--- config.mk ---
export PLATFORM = sky130hd
export DESIGN_NAME = hazard_sequencer
export DESIGN_NICKNAME = d
export VERILOG_FILES = /design/src/rtl/hazard_sequencer.sv
export SDC_FILE = /design/constraint.sdc
export NUM_CORES = 1
export LEC_CHECK = 0
export BUFFER_PORTS_ARGS = -buffer_cell sky130_fd_sc_hd__buf_4
export CAP_MARGIN = 20
export CORE_ASPECT_RATIO = 1.25
export CORE_UTILIZATION = 35
export CTS_CLUSTER_DIAMETER = 200
export DETAILED_ROUTE_END_ITERATION = 6
export GPL_TIMING_DRIVEN = 0
export HOLD_SLACK_MARGIN = 0.1
export PLACE_DENSITY = 0.85
export SLEW_MARGIN = 25
export SYNTH_ARGS = -nofsm -noshare
export SYNTH_HDL_FRONTEND = slang
export SYNTH_SLANG_ARGS = --single-unit
--- constraint.sdc ---
create_clock -name clk -period 1.7 [get_ports clk]
set_clock_uncertainty 0.2 [all_clocks]
set_input_delay 0.085 -clock clk [delete_from_list [all_inputs] [get_ports clk]]
set_output_delay 0.085 -clock clk [all_outputs]
set_load 0.02 [all_outputs]
--- src/rtl/hazard_sequencer.sv ---
// hazard_sequencer: stall/flush/forward control for the 5-stage RV32I pipe,
// with a memory-wait freeze, a timeout watchdog and optional perf counters.
// Ports:
//   clk, rst (sync, active-high)
//   Rs1D/Rs2D, Rs1E/Rs2E, RdE/RdM/RdW      register ids per stage
//   RegWriteM/W, ResultSrcE, PCSrcE        stage controls
//   MemReqM, MemReadyM                     data-memory handshake in M
//   StallF/D/E/M, FlushD/E/W               pipeline register controls
//   ForwardAE/BE                           00 regfile, 01 ResultW, 10 ALUResultM
//   MemErr                                 sticky memory-timeout error
//   StallCnt, FlushCnt                     perf counters
// Build option: define HAZARD_PERF_CNT_EN to implement the perf counters;
// otherwise StallCnt/FlushCnt read as 0.
module hazard_sequencer #(
    parameter int MEM_TIMEOUT = 16,
    parameter int TMO_W       = 5,
    parameter int CNT_W       = 32
) (
    input  logic             clk,
    input  logic             rst,
    input  logic [4:0]       Rs1D,
    input  logic [4:0]       Rs2D,
    input  logic [4:0]       Rs1E,
    input  logic [4:0]       Rs2E,
    input  logic [4:0]       RdE,
    input  logic [4:0]       RdM,
    input  logic [4:0]       RdW,
    input  logic             RegWriteM,
    input  logic             RegWriteW,
    input  logic [1:0]       ResultSrcE,
    input  logic             PCSrcE,
    input  logic             MemReqM,
    input  logic             MemReadyM,
    output logic             StallF,
    output logic             StallD,
    output logic             StallE,
    output logic             StallM,
    output logic             FlushD,
    output logic             FlushE,
    output logic             FlushW,
    output logic [1:0]       ForwardAE,
    output logic [1:0]       ForwardBE,
    output logic             MemErr,
    output logic [CNT_W-1:0] StallCnt,
    output logic [CNT_W-1:0] FlushCnt
);

    typedef enum logic [1:0] {
        S_RUN,
        S_MEM_WAIT,
        S_ERR
    } state_t;

    localparam logic [TMO_W-1:0] TMO_LAST = TMO_W'(MEM_TIMEOUT - 1);

    state_t           state_q, state_d;
    logic [TMO_W-1:0] wait_cnt_q, wait_cnt_d;

    logic mem_stall;
    logic lw_stall;
    logic freeze;
    logic run_rules;

    always_comb begin
        state_d    = state_q;
        wait_cnt_d = wait_cnt_q;
        freeze     = 1'b0;
        run_rules  = 1'b0;
        StallF     = 1'b0;
        StallD     = 1'b0;
        StallE     = 1'b0;
        StallM     = 1'b0;
        FlushD     = 1'b0;
        FlushE     = 1'b0;
        FlushW     = 1'b0;
        MemErr     = 1'b0;
        ForwardAE  = 2'b00;
        ForwardBE  = 2'b00;

        mem_stall = MemReqM && !MemReadyM;
        lw_stall  = (ResultSrcE == 2'b01) && (RdE != 5'd0) &&
                    ((RdE == Rs1D) || (RdE == Rs2D));

        if (RegWriteM && (RdM != 5'd0) && (RdM == Rs1E)) begin
            ForwardAE = 2'b10;
        end else if (RegWriteW && (RdW != 5'd0) && (RdW == Rs1E)) begin
            ForwardAE = 2'b01;
        end
        if (RegWriteM && (RdM != 5'd0) && (RdM == Rs2E)) begin
            ForwardBE = 2'b10;
        end else if (RegWriteW && (RdW != 5'd0) && (RdW == Rs2E)) begin
            ForwardBE = 2'b01;
        end

        unique case (state_q)
            S_RUN: begin
                if (mem_stall) begin
                    freeze     = 1'b1;
                    state_d    = S_MEM_WAIT;
                    wait_cnt_d = TMO_W'(1);
                end else begin
                    run_rules = 1'b1;
                end
            end
            S_MEM_WAIT: begin
                if (mem_stall) begin
                    freeze = 1'b1;
                    // The cycle at TMO_LAST is the last allowed freeze cycle.
                    if (wait_cnt_q == TMO_LAST) begin
                        state_d = S_ERR;
                    end else begin
                        wait_cnt_d = wait_cnt_q + 1'b1;
                    end
                end else begin
                    // Release is same-cycle: hazards in D/E are re-checked now.
                    run_rules  = 1'b1;
                    state_d    = S_RUN;
                    wait_cnt_d = '0;
                end
            end
            S_ERR: begin
                freeze = 1'b1;
                MemErr = 1'b1;
            end
            default: begin
                state_d    = S_RUN;
                wait_cnt_d = '0;
            end
        endcase

        if (freeze) begin
            StallF = 1'b1;
            StallD = 1'b1;
            StallE = 1'b1;
            StallM = 1'b1;
            FlushW = 1'b1;
        end else if (run_rules) begin
            // A taken branch kills the load-use stalled instruction anyway.
            if (PCSrcE) begin
                FlushD = 1'b1;
                FlushE = 1'b1;
            end else if (lw_stall) begin
                StallF = 1'b1;
                StallD = 1'b1;
                FlushE = 1'b1;
            end
        end

        if (rst) begin
            StallF    = 1'b0;
            StallD    = 1'b0;
            StallE    = 1'b0;
            StallM    = 1'b0;
            FlushD    = 1'b0;
            FlushE    = 1'b0;
            FlushW    = 1'b0;
            MemErr    = 1'b0;
            ForwardAE = 2'b00;
            ForwardBE = 2'b00;
        end
    end

    always_ff @(posedge clk) begin
        if (rst) begin
            state_q    <= S_RUN;
            wait_cnt_q <= '0;
        end else begin
            state_q    <= state_d;
            wait_cnt_q <= wait_cnt_d;
        end
    end

`ifdef HAZARD_PERF_CNT_EN
    logic [CNT_W-1:0] stall_cnt_q, stall_cnt_d;
    logic [CNT_W-1:0] flush_cnt_q, flush_cnt_d;

    // FlushD is raised only by a taken branch, so it marks branch flushes.
    always_comb begin
        stall_cnt_d = stall_cnt_q;
        flush_cnt_d = flush_cnt_q;
        if (StallD && (stall_cnt_q != '1)) begin
            stall_cnt_d = stall_cnt_q + 1'b1;
        end
        if (FlushD && (flush_cnt_q != '1)) begin
            flush_cnt_d = flush_cnt_q + 1'b1;
        end
    end

    always_ff @(posedge clk) begin
        if (rst) begin
            stall_cnt_q <= '0;
            flush_cnt_q <= '0;
        end else begin
            stall_cnt_q <= stall_cnt_d;
            flush_cnt_q <= flush_cnt_d;
        end
    end

    assign StallCnt = rst ? '0 : stall_cnt_q;
    assign FlushCnt = rst ? '0 : flush_cnt_q;
`else
    assign StallCnt = '0;
    assign FlushCnt = '0;
`endif

endmodule

# Word-level counts from Yosys, hierarchy flattened
# Cells that the tools add are included.
# totals
ff_bits,7
latchBits,0
mem_bits_rw,0
mem_bits_ro,0
inputBits,44
out_inout_bits,76
word_cells,70
mem_count,0
# classes
addsub,1
mul,0
div_mod_pow,0
order_cmp,0
eq_ne,13
n_shift,0
mux,35
n_bitwise,1
reduce_logical,18
# ops
operator,n
== test 5 bit,6
two-way mux 1 bit,22
two-way mux 5 bit,3
one-hot mux 5 bit (3 select lines),1
nonzero test 5 bit,3
two-way mux 2 bit,7
logical AND 1 bit,9
inequality test 3 bit (second input constant),2
one-hot mux 2 bit (3 select lines),1
AND reduction 3 bit,2
adder 5 x 1 -> 5 bit (second input constant),1
== test 5 x 4 -> 1 bit (second input constant),1
== test 2 x 1 -> 1 bit (second input constant),2
== test 2 bit (second input constant),1
logical NOT 2 bit,1
inequality test 2 bit (second input constant),1
one-hot mux 1 bit (2 select lines),1
OR reduction 2 bit,1
logical NOT 1 bit,1
logical OR 1 bit,1
NOT 1 bit,1

# Depth between registers and ports, before layout
# Gate-level depths: netlist of the first run.
# depth
word_depth,8
depth_mapped,8

# Worst setup path before layout of the first run
# OpenSTA, ideal clock, no wires.
# synth_path
path_type,register -> output
from,register state_q[1]
to,output port StallF
arrival_ns,1.654
required_time_ns,1.415
setup_slack_ns,-0.239
stages_incl_launch_ff,6
n_path_buf,1
cell_sequence,dfxtp_1 -> nor2_1 -> nand2b_1 -> or4_1 -> o22ai_1 -> buf_4
# synth_between
elab_chain_cells,6
word_cells_on_any_way,9
classes_between,2 x eq/ne; 5 x mux; 2 x reduce/logical
# synth_rtl
item,line_no,source
start: declaration,56,"state_t state_q, state_d;"
start signal: assignment,168,state_q <= state_d;
== test 2 x 1 -> 1 bit / logical NOT 2 bit (equally long branches),95,unique case (state_q)
OR reduction 2 bit (no source line),-,
two-way mux 1 bit (2 in series),-,
two-way mux 1 bit * (2 in series),-,
end: declaration,34,"output logic StallF,"
# Every way passes the cells marked *; elsewhere a longest branch is shown, timed or not.

# Worst setup path after layout of the first run
# layout_path
from,register state_q[1]
to,output port StallF
# layout_between
elab_chain_cells,6
word_cells_on_any_way,9
classes_between,2 x eq/ne; 5 x mux; 2 x reduce/logical
# layout_rtl
item,line_no,source
== test 2 x 1 -> 1 bit / logical NOT 2 bit (equally long branches),95,
OR reduction 2 bit (no source line),-,
two-way mux 1 bit,-,
two-way mux 1 bit,137,end else if (run_rules) begin
two-way mux 1 bit *,131,if (freeze) begin
two-way mux 1 bit *,149,if (rst) begin
# Marks and branches as above.

==> summary by stage, run 1 <==
Status
The flow ran to the end, but the final reports show violations. The final reports fail on design-rule violations, negative hold slack, negative setup slack.

Global route
The first-pass GRT wire length is around 5500 µm. Entering global routing, the biggest net connects 11 pins. The total congestion overflow after global routing is 0.

The initial antenna violation count was 0. The number of global-route vias before repair came to 1306. The combined global-route utilization of all metal layers is between 15 and 20%.

Power and ir drop
VDD sags by at most between 0.2 and 0.25 mV. Summed over all cells, the static leakage comes to 1.28 nW. Dividing total power by cell area gives a power density of between 300 and 400 mW/mm².

Place
The routability congestion estimate from global placement is a little over 0.9. The instance area after placement is ~0.0021 mm². The number of cells in the design after placement is 335. The half-perimeter wire length of the detailed placement result is ~2900 µm. Buffers placed on the I/O ports in this run total 55.

Layout
For this run, the share of the core covered by cells in the final layout is between 60 and 70%. In the final layout, flip-flops and latches occupy ~150 µm². The layout overhead on the synthesized area is 74.9%. The fraction of layout cells with a size suffix above 1 is around half. After filler insertion, the fill cell instance count of the layout stands at between 300 and 400. 0 antenna diodes ended up in the layout. The count of cells in the finished layout, fillers not included, comes to roughly 360. The post-route cell area is about 0.0024 mm². In the final design database the tool counted roughly 370 nets. The multi-input combinational cells in the finished layout cover a total of 0.00102 mm².

Synthesis
The main combinational cell family by area after synthesis is buffers and inverters. The distinct cell type count after synthesis is 31. The number of register bits inferred by synthesis is 7.

The number of warnings reported in the yosys synthesis log is 0. The most frequent cell after synthesis is sky130_fd_sc_hd__buf_4. The synthesized-area fraction occupied by adder cells is between 1.5 and 2%. Sequential cells were found to cover about 10% of the synthesized design area. The async set-or-reset flop fraction in the synthesized netlist is 0%. Of the total synthesized cell area, the portion taken by XOR and XNOR cells is between 20% and 30%.

The commonest register cell after synthesis is sky130_fd_sc_hd__dfxtp_1. The post-synthesis compound-gate area fraction is 6.53%. The synthesized design contains 0 enable-type register cells.

In the post-synthesis netlist, the biggest area contributors are sky130_fd_sc_hd__buf_4 37%, sky130_fd_sc_hd__xor2_1 13%, sky130_fd_sc_hd__dfxtp_1 10%, sky130_fd_sc_hd__xnor2_1 7.7%, sky130_fd_sc_hd__or4_1 3.3%. The cell count after synthesis is around 180. The commonest cells after synthesis are 67 x sky130_fd_sc_hd__buf_4, 20 x sky130_fd_sc_hd__xor2_1, 12 x sky130_fd_sc_hd__xnor2_1.

The share of the synthesized area in the top cell type is ~37%. The synthesized netlist occupies a cell area of approximately 0.0014 mm². Of the total synthesized cell area, the portion taken by AND, OR, NAND and NOR gates is between 20% and 30%. The share of synthesized area spent on multiplexers is between 1 and 1.5%. The cell taking the most area after synthesis is sky130_fd_sc_hd__buf_4. The mean area per synthesized cell is around 7.6 µm².

Die
From left edge to right edge, the die measures slightly below 60 µm. The height of the die is around 72 µm. Once the floorplan was initialized, standard cells occupied a little under two fifths of the core. The initialized floorplan defines 24 standard-cell rows. The number of placed I/O pins is 120. The die area is 0.00414 mm².

After floorplanning, the core was sized to cover ~0.0036 mm².

CTS
The clock tree from TritonCTS is done. After clock tree synthesis, the flow added hold-fix buffers numbering 2. The post-CTS clock slew at the launch and capture registers of the worst setup and hold paths is about 0.04 ns. The largest buffer count on any clock path is 2. Clock tree synthesis inserted a total of 3 buffers. The clock sink count is 7. The root buffer selected by CTS is sky130_fd_sc_hd__clkbuf_8. Clock latency on the worst-skew pair, taken at its later pin, is between 0.2 and 0.25 ns. CTS built an H-tree with a depth of 1.

Timing
Across all setup checks in the final design, the least slack found is -0.207 ns. After layout, the worst path uses 112% of the clock period. The final critical path time including I/O delays and setup is around 1.9 ns. Timing would allow up to 524 MHz. The number of pins with negative max-slew slack in the final report is 0.

Hold timing on the final database bottoms out at a slack of -0.000482 ns. Summed over all failing endpoints, the final setup total negative slack is -0.480 ns. Setup violations remaining at the end of the flow were counted as 5.

The count of final hold-check violations is 1. Setup repair after global routing could not meet its margin everywhere.

Route
The number of vias after detailed routing is between 1000 and 1500. The first-iteration detailed-routing DRC count is 27. After detailed routing, the number of remaining DRC violations is 5. In the routed layout, each cell is associated on average with a via count of around 4. Before antenna repair, the detailed router went through 7 iterations. The post-detailed-route count of antenna-violating nets is 0. In the final routed layout, each cell accounts on average for 10.4 µm. The total detailed-routing wirelength is 3720 µm.

Worst setup path
The worst endpoint required time is 1.41 ns. The endpoint of the worst-slack reg-to-reg timing path is wait_cnt_q[3]$_SDFFE_PP0P_. STA classifies the critical path startpoint as a flip-flop. The category of the worst setup path capture point is an output port.

In this run the worst setup path begins at state_q[1]$_SDFFE_PP0P_. STA puts the critical path data arrival time at approximately 1.6 ns. The number of cells on the worst reg-to-reg path is 6. The worst setup path is of the flip-flop to output port kind. Of all nets on the critical path, the largest fanout is 3. The slack of the worst reg-to-reg path is -0.05 ns.

The worst register-to-register path begins at wait_cnt_q[0]$_SDFFE_PP0P_.

Job
The max-capacitance violation count is 0.

Hold path
The path type of the worst min-delay path is input pin to flip-flop. The worst hold path stage count is 4. For hold timing, the worst endpoint is state_q[1]$_SDFFE_PP0P_. In this run the most critical hold path is launched from MemReadyM.
-- worst max path at each step --
stage / endpoint / slack (ns) / cells after the start
4_1_cts: StallM / -0.24 / 5
3_3_place_gp: wait_cnt_q[3]$_SDFFE_PP0P_ / -0.17 / 8
6_report: StallF / -0.21 / 6
3_5_place_dp: wait_cnt_q[3]$_SDFFE_PP0P_ / -0.20 / 8
2_1_floorplan: wait_cnt_q[3]$_SDFFE_PP0P_ / -0.10 / 8
5_1_grt: StallF / -0.28 / 6
-- cells in the final DEF (no fill, tap or decap), drive strengths merged --
cell type    count
a21oi            4
a22oi            1
a31oi            3
a41oi            1
and3             3
buf            140
clkbuf           5
conb            64
dfxtp            7
dlygate4sd3      2
ha               2
inv              3
mux2i            2
nand2            6
nand2b           3
nand3            4
nand4b           1
nor2             9
nor2b            2
nor3             7
nor3b            1
nor4             5
o21ai            3
o22ai            1
o41ai            1
or3b             1
or4              6
xnor2           12
xor2            20
-- critical path, cell delays in order, from the launching register on --
cell and delay, ns:
sky130_fd_sc_hd__dfxtp_4 0.35, sky130_fd_sc_hd__nor2_4 0.07, sky130_fd_sc_hd__nand2b_1 0.07, sky130_fd_sc_hd__or4_1 0.52, sky130_fd_sc_hd__o22ai_2 0.14, sky130_fd_sc_hd__buf_4 0.14, sky130_fd_sc_hd__buf_6 0.10
-- stage by stage --
| step | power (mW) | setup WS (ns) |
|---|---|---|
| 3_5_place_dp | 0.657 | -0.200 |
| 5_1_grt | 1.00 | -0.278 |
| 3_3_place_gp | 0.651 | -0.168 |
| 6_report | 0.946 | -0.207 |
| 2_1_floorplan | 0.523 | -0.105 |
| 4_1_cts | 0.931 | -0.236 |
-- kinds of logic (layout without fill, tap and decap cells) --
family          after synthesis  after routing
xor+xnor                     32             32
other cells                   1             64
buf+inv                      72            150
mux                           2              2
flops                         7              7
fa+ha+maj                     2              2
compound gates               14             14
simple gates                 48             48
-- final cells by class --
class	count	share of cell area, %
Tap cell	39	2.05
Clock buffer	4	1.89
Timing Repair Buffer	75	25.0
Sequential cell	7	6.21
Multi-Input combinational cell	162	43.1
Buffer	68	21.3
Inverter	3	0.473
-- metal layers --
| layer | part of all wire, % | global-route usage, % | vias up |
|---|---|---|---|
| met3 | 8.5 | 3.61 | 4 |
| met5 | 0 | 0 | - |
| met1 | 33 | 16.9 | 632 |
| met4 | 1.7 | 8.20 | 0 |
| li1 | - | - | 750 |
| met2 | 57 | 32.2 | 81 |
-- power by group --
part | leakage (nW) | internal, mW | switching [mW]
registers | 0.0588 | 0.168 | 0.00478
clock network | 0.0228 | 0.162 | 0.0727
logic | 1.20 | 0.264 | 0.275
total | 1.28 | 0.593 | 0.352
-- registers in the layout, indices dropped and copies added, names as in the netlist --
name / flops
wait_cnt_q: 5
state_q: 2
-- repair_timing --
item,4_1_cts,5_1_grt
buffers inserted,13,5
endpoints found under the hold margin,5,1
endpoints found under the setup margin,10,12
pin swaps,14,4
resized for setup,17,7
(Power assumes the default switching activity.)
==> run 2: changes to the inputs <==
Settings changed: BUFFER_PORTS_ARGS -buffer_cell sky130_fd_sc_hd__buf_4 to -buffer_cell sky130_fd_sc_hd__buf_2.
==> run 2 against run 1 <==
- the run ends with design-rule violations, negative setup slack left
- total power is 2.8% lower
- utilization decreased by 3.4 points
- first-iteration DRC count up 3.7%
- cell count down 2.0%
- design area shrank 5.1%
- combinational power decreased by 5.9%
- via count fell by 2.9%
- sequential share of layout area is 0.33 points higher
- sequential power barely moved
- worst hold slack gained 0.062 ns
- largest power group unchanged
==> summary by stage, run 2 (synthesis gave the netlist of run 1 again) <==
Status
Outcome: finished, violations left (unchanged). Failing checks: design-rule violations, negative setup slack (was design-rule violations, negative hold slack, negative setup slack).

Worst setup path
The critical setup path kind was flip-flop to output port (unchanged). The data arrival at the endpoint of the critical path is 1.61 ns (was 1.62 ns). The launch point of the worst reg-to-reg path is wait_cnt_q[0]$_SDFFE_PP0P_ (unchanged). The worst endpoint required time is 1.41 ns (about the same). The category of the worst setup path capture point is an output port (unchanged). The startpoint of the most critical setup path is state_q[1]$_SDFFE_PP0P_ (unchanged).

The maximum fanout along the worst path is 2 (was 3). The launching element type of the critical path is a flip-flop (unchanged).

Route
The DRC violation count after routing is 5 (unchanged). The total iterations of the first detailed-routing run was 7 (unchanged). The post-detailed-route count of antenna-violating nets was 0 (unchanged). The number of vias after detailed routing is 1424 (was 1467). The total detailed-routing wirelength is 3540 µm (was 3720 µm).

The detail-routed via count per cell came to 4.06 (was 4.10). The routed wire length per instance is 10.1 µm (was 10.4 µm). The first-iteration detailed-routing DRC count is 28 (was 27).

CTS
The number of hold-repair buffers added at the cts stage is 1 (was 2). The post-CTS clock slew at the launch and capture registers of the worst setup and hold paths is 0.04 ns (about the same). The number of clock buffers inserted by TritonCTS is 3 (unchanged). The root buffer selected by CTS was sky130_fd_sc_hd__clkbuf_8 (unchanged). The clock tree from TritonCTS is done (unchanged). The clock sink count is 7 (unchanged). The number of H-tree levels was 1 (unchanged).

The largest buffer count on any clock path is 2 (unchanged). The insertion delay to the later sink of the worst-skew pair came to 0.23 ns (about the same).

Global route
The combined global-route utilization of all metal layers is 16.1% (was 16.9%). The initial antenna violation count came to 0 (unchanged). The number of global-route vias before repair is 1248 (was 1306). The pin count of the biggest net entering global routing is 11 (unchanged). The first-pass GRT wire length was 5240 µm (was 5490 µm). The total congestion overflow after global routing is 0 (unchanged).

Layout
The number of nets in the layout is 359 (was 366). The flip-flop count of the largest register, all copies and words added is 5 (unchanged). Most frequent cells in the layout: 75 x sky130_fd_sc_hd__buf_4, 64 x sky130_fd_sc_hd__conb_1, 49 x sky130_fd_sc_hd__buf_2 (was 134 x sky130_fd_sc_hd__buf_4, 64 x sky130_fd_sc_hd__conb_1, 20 x sky130_fd_sc_hd__xor2_1). The number of diodes is 0 (unchanged). The most common cell after layout, fill and taps aside is sky130_fd_sc_hd__buf_4 (unchanged).

The post-layout utilization of the core is 62.6% (was 66.0%). The number of cells in the finished layout apart from fillers is 351 (was 358). The final-layout fill cell count was 339 (was 317). The layout overhead on the synthesized area is 66.0% (was 74.9%).

The most flop-heavy register is wait_cnt_q (unchanged). Largest registers: wait_cnt_q: 5 flops, state_q: 2 flops (unchanged). The fraction of layout cells with a size suffix above 1 is 52.6% (was 51.1%).

Timing
The worst setup slack after layout is -0.198 ns (was -0.207 ns). The achievable frequency was 527 MHz (was 524 MHz). The count of final hold-check violations was 0 (was 1). The ratio of final minimum period to clock period is 112% (about the same).

The final critical path time including I/O delays and setup is 1.90 ns (was 1.91 ns). The number of pins with negative max-slew slack in the final report is 0 (unchanged). The slew of the pin with the lowest slew margin is a little over 0.6 ns. The tightest hold margin is 0.0612 ns (was -0.000482 ns). The headroom to the max-slew limit is ~59%.

The number of failing setup endpoints in the final timing report is 7 (was 5). RSZ-0062 raised after global routing: yes (unchanged).

Die
The height of the die is 71.7 µm (unchanged). The placeable core region is 0.00360 mm² (unchanged). The initial core utilization is 37.7% (unchanged).

The width of the die is 57.8 µm (unchanged). The die area came to 0.00414 mm² (unchanged). The number of cell rows is 24 (unchanged). The number of placed I/O pins is 120 (unchanged).

Power and ir drop
The maximum vdd drop came to 0.226 mV (was 0.207 mV). The power per unit of standard cell area came to 407 mW/mm² (was 398 mW/mm²). The leakage component of the power is 1.21 nW (was 1.28 nW).

Place
The number of cells in the design after placement was 335 (unchanged). The number of buffers added on ports is 55 (unchanged). The routability congestion estimate from global placement was 0.896 (was 0.909). The half-perimeter wire length of the detailed placement result was 2820 µm (was 2850 µm).

Job
The max-capacitance violation count is 0 (unchanged).

Hold path
The beginning of the worst hold path is rst (was MemReadyM). The path type of the worst min-delay path is input pin to flip-flop (unchanged).
[run 2: per-layer routing]
| metal | track usage (%) | up-vias | part of all wire [%] |
|---|---|---|---|
| li1 | - | 734 | - |
| met1 | 16.6 | 603 | 33 |
| met2 | 31.9 | 82 | 56 |
| met3 | 2.17 | 5 | 9.3 |
| met4 | 6.08 | 0 | 1.1 |
| met5 | 0 | - | 0 |
[run 2: worst max-delay path: stages, from the launching register on]
cell	delay (ns)
sky130_fd_sc_hd__dfxtp_4	0.35
sky130_fd_sc_hd__nor2_4	0.08
sky130_fd_sc_hd__nand2b_1	0.08
sky130_fd_sc_hd__or4_4	0.53
sky130_fd_sc_hd__o22ai_4	0.13
sky130_fd_sc_hd__buf_6	0.12
sky130_fd_sc_hd__buf_6	0.10
[run 2: metrics by stage]
stage	area, µm²	power, mW	TNS [ns]	setup WS [ns]
global route	2260	0.970	-1.07	-0.257
floorplan	1630	0.523	-0.189	-0.105
CTS	2150	0.892	-0.511	-0.231
finish	2260	0.919	-0.534	-0.198
detailed placement	1960	0.623	-0.793	-0.242
global placement	1960	0.618	-0.564	-0.153
[run 2: worst paths after layout]
path	cells past startpoint	slack (ns)	to
hold reg to reg	2	0.34	state_q[1]$_SDFFE_PP0P_
setup reg to reg	7	-0.10	wait_cnt_q[3]$_SDFFE_PP0P_
setup / recovery	6	-0.20	StallF
hold / removal	3	0.06	state_q[0]$_SDFFE_PP0P_
[run 2: power by group]
part / leakage (nW) / switching (mW) / internal (mW)
combinational: 1.13 / 0.275 / 0.231
sequential: 0.0588 / 0.00502 / 0.167
clock: 0.0228 / 0.0776 / 0.163
[run 2: timing repair]
item,in CTS,in global routing
gates resized for setup,23,19
pin swaps,12,5
buffers inserted,9,3
endpoints found under the setup margin,10,11
endpoints found under the hold margin,1,1
[run 2: final cells by class]
type / instances / area, µm² / area share (%)
repair buffers: 68 / 417 / 18.5
clock buffers: 4 / 45.0 / 2.00
flip-flops and latches: 7 / 148 / 6.54
well taps: 39 / 48.8 / 2.16
inverters: 3 / 11.3 / 0.499
plain buffers: 68 / 518 / 22.9
multi-input cells: 162 / 1070 / 47.4
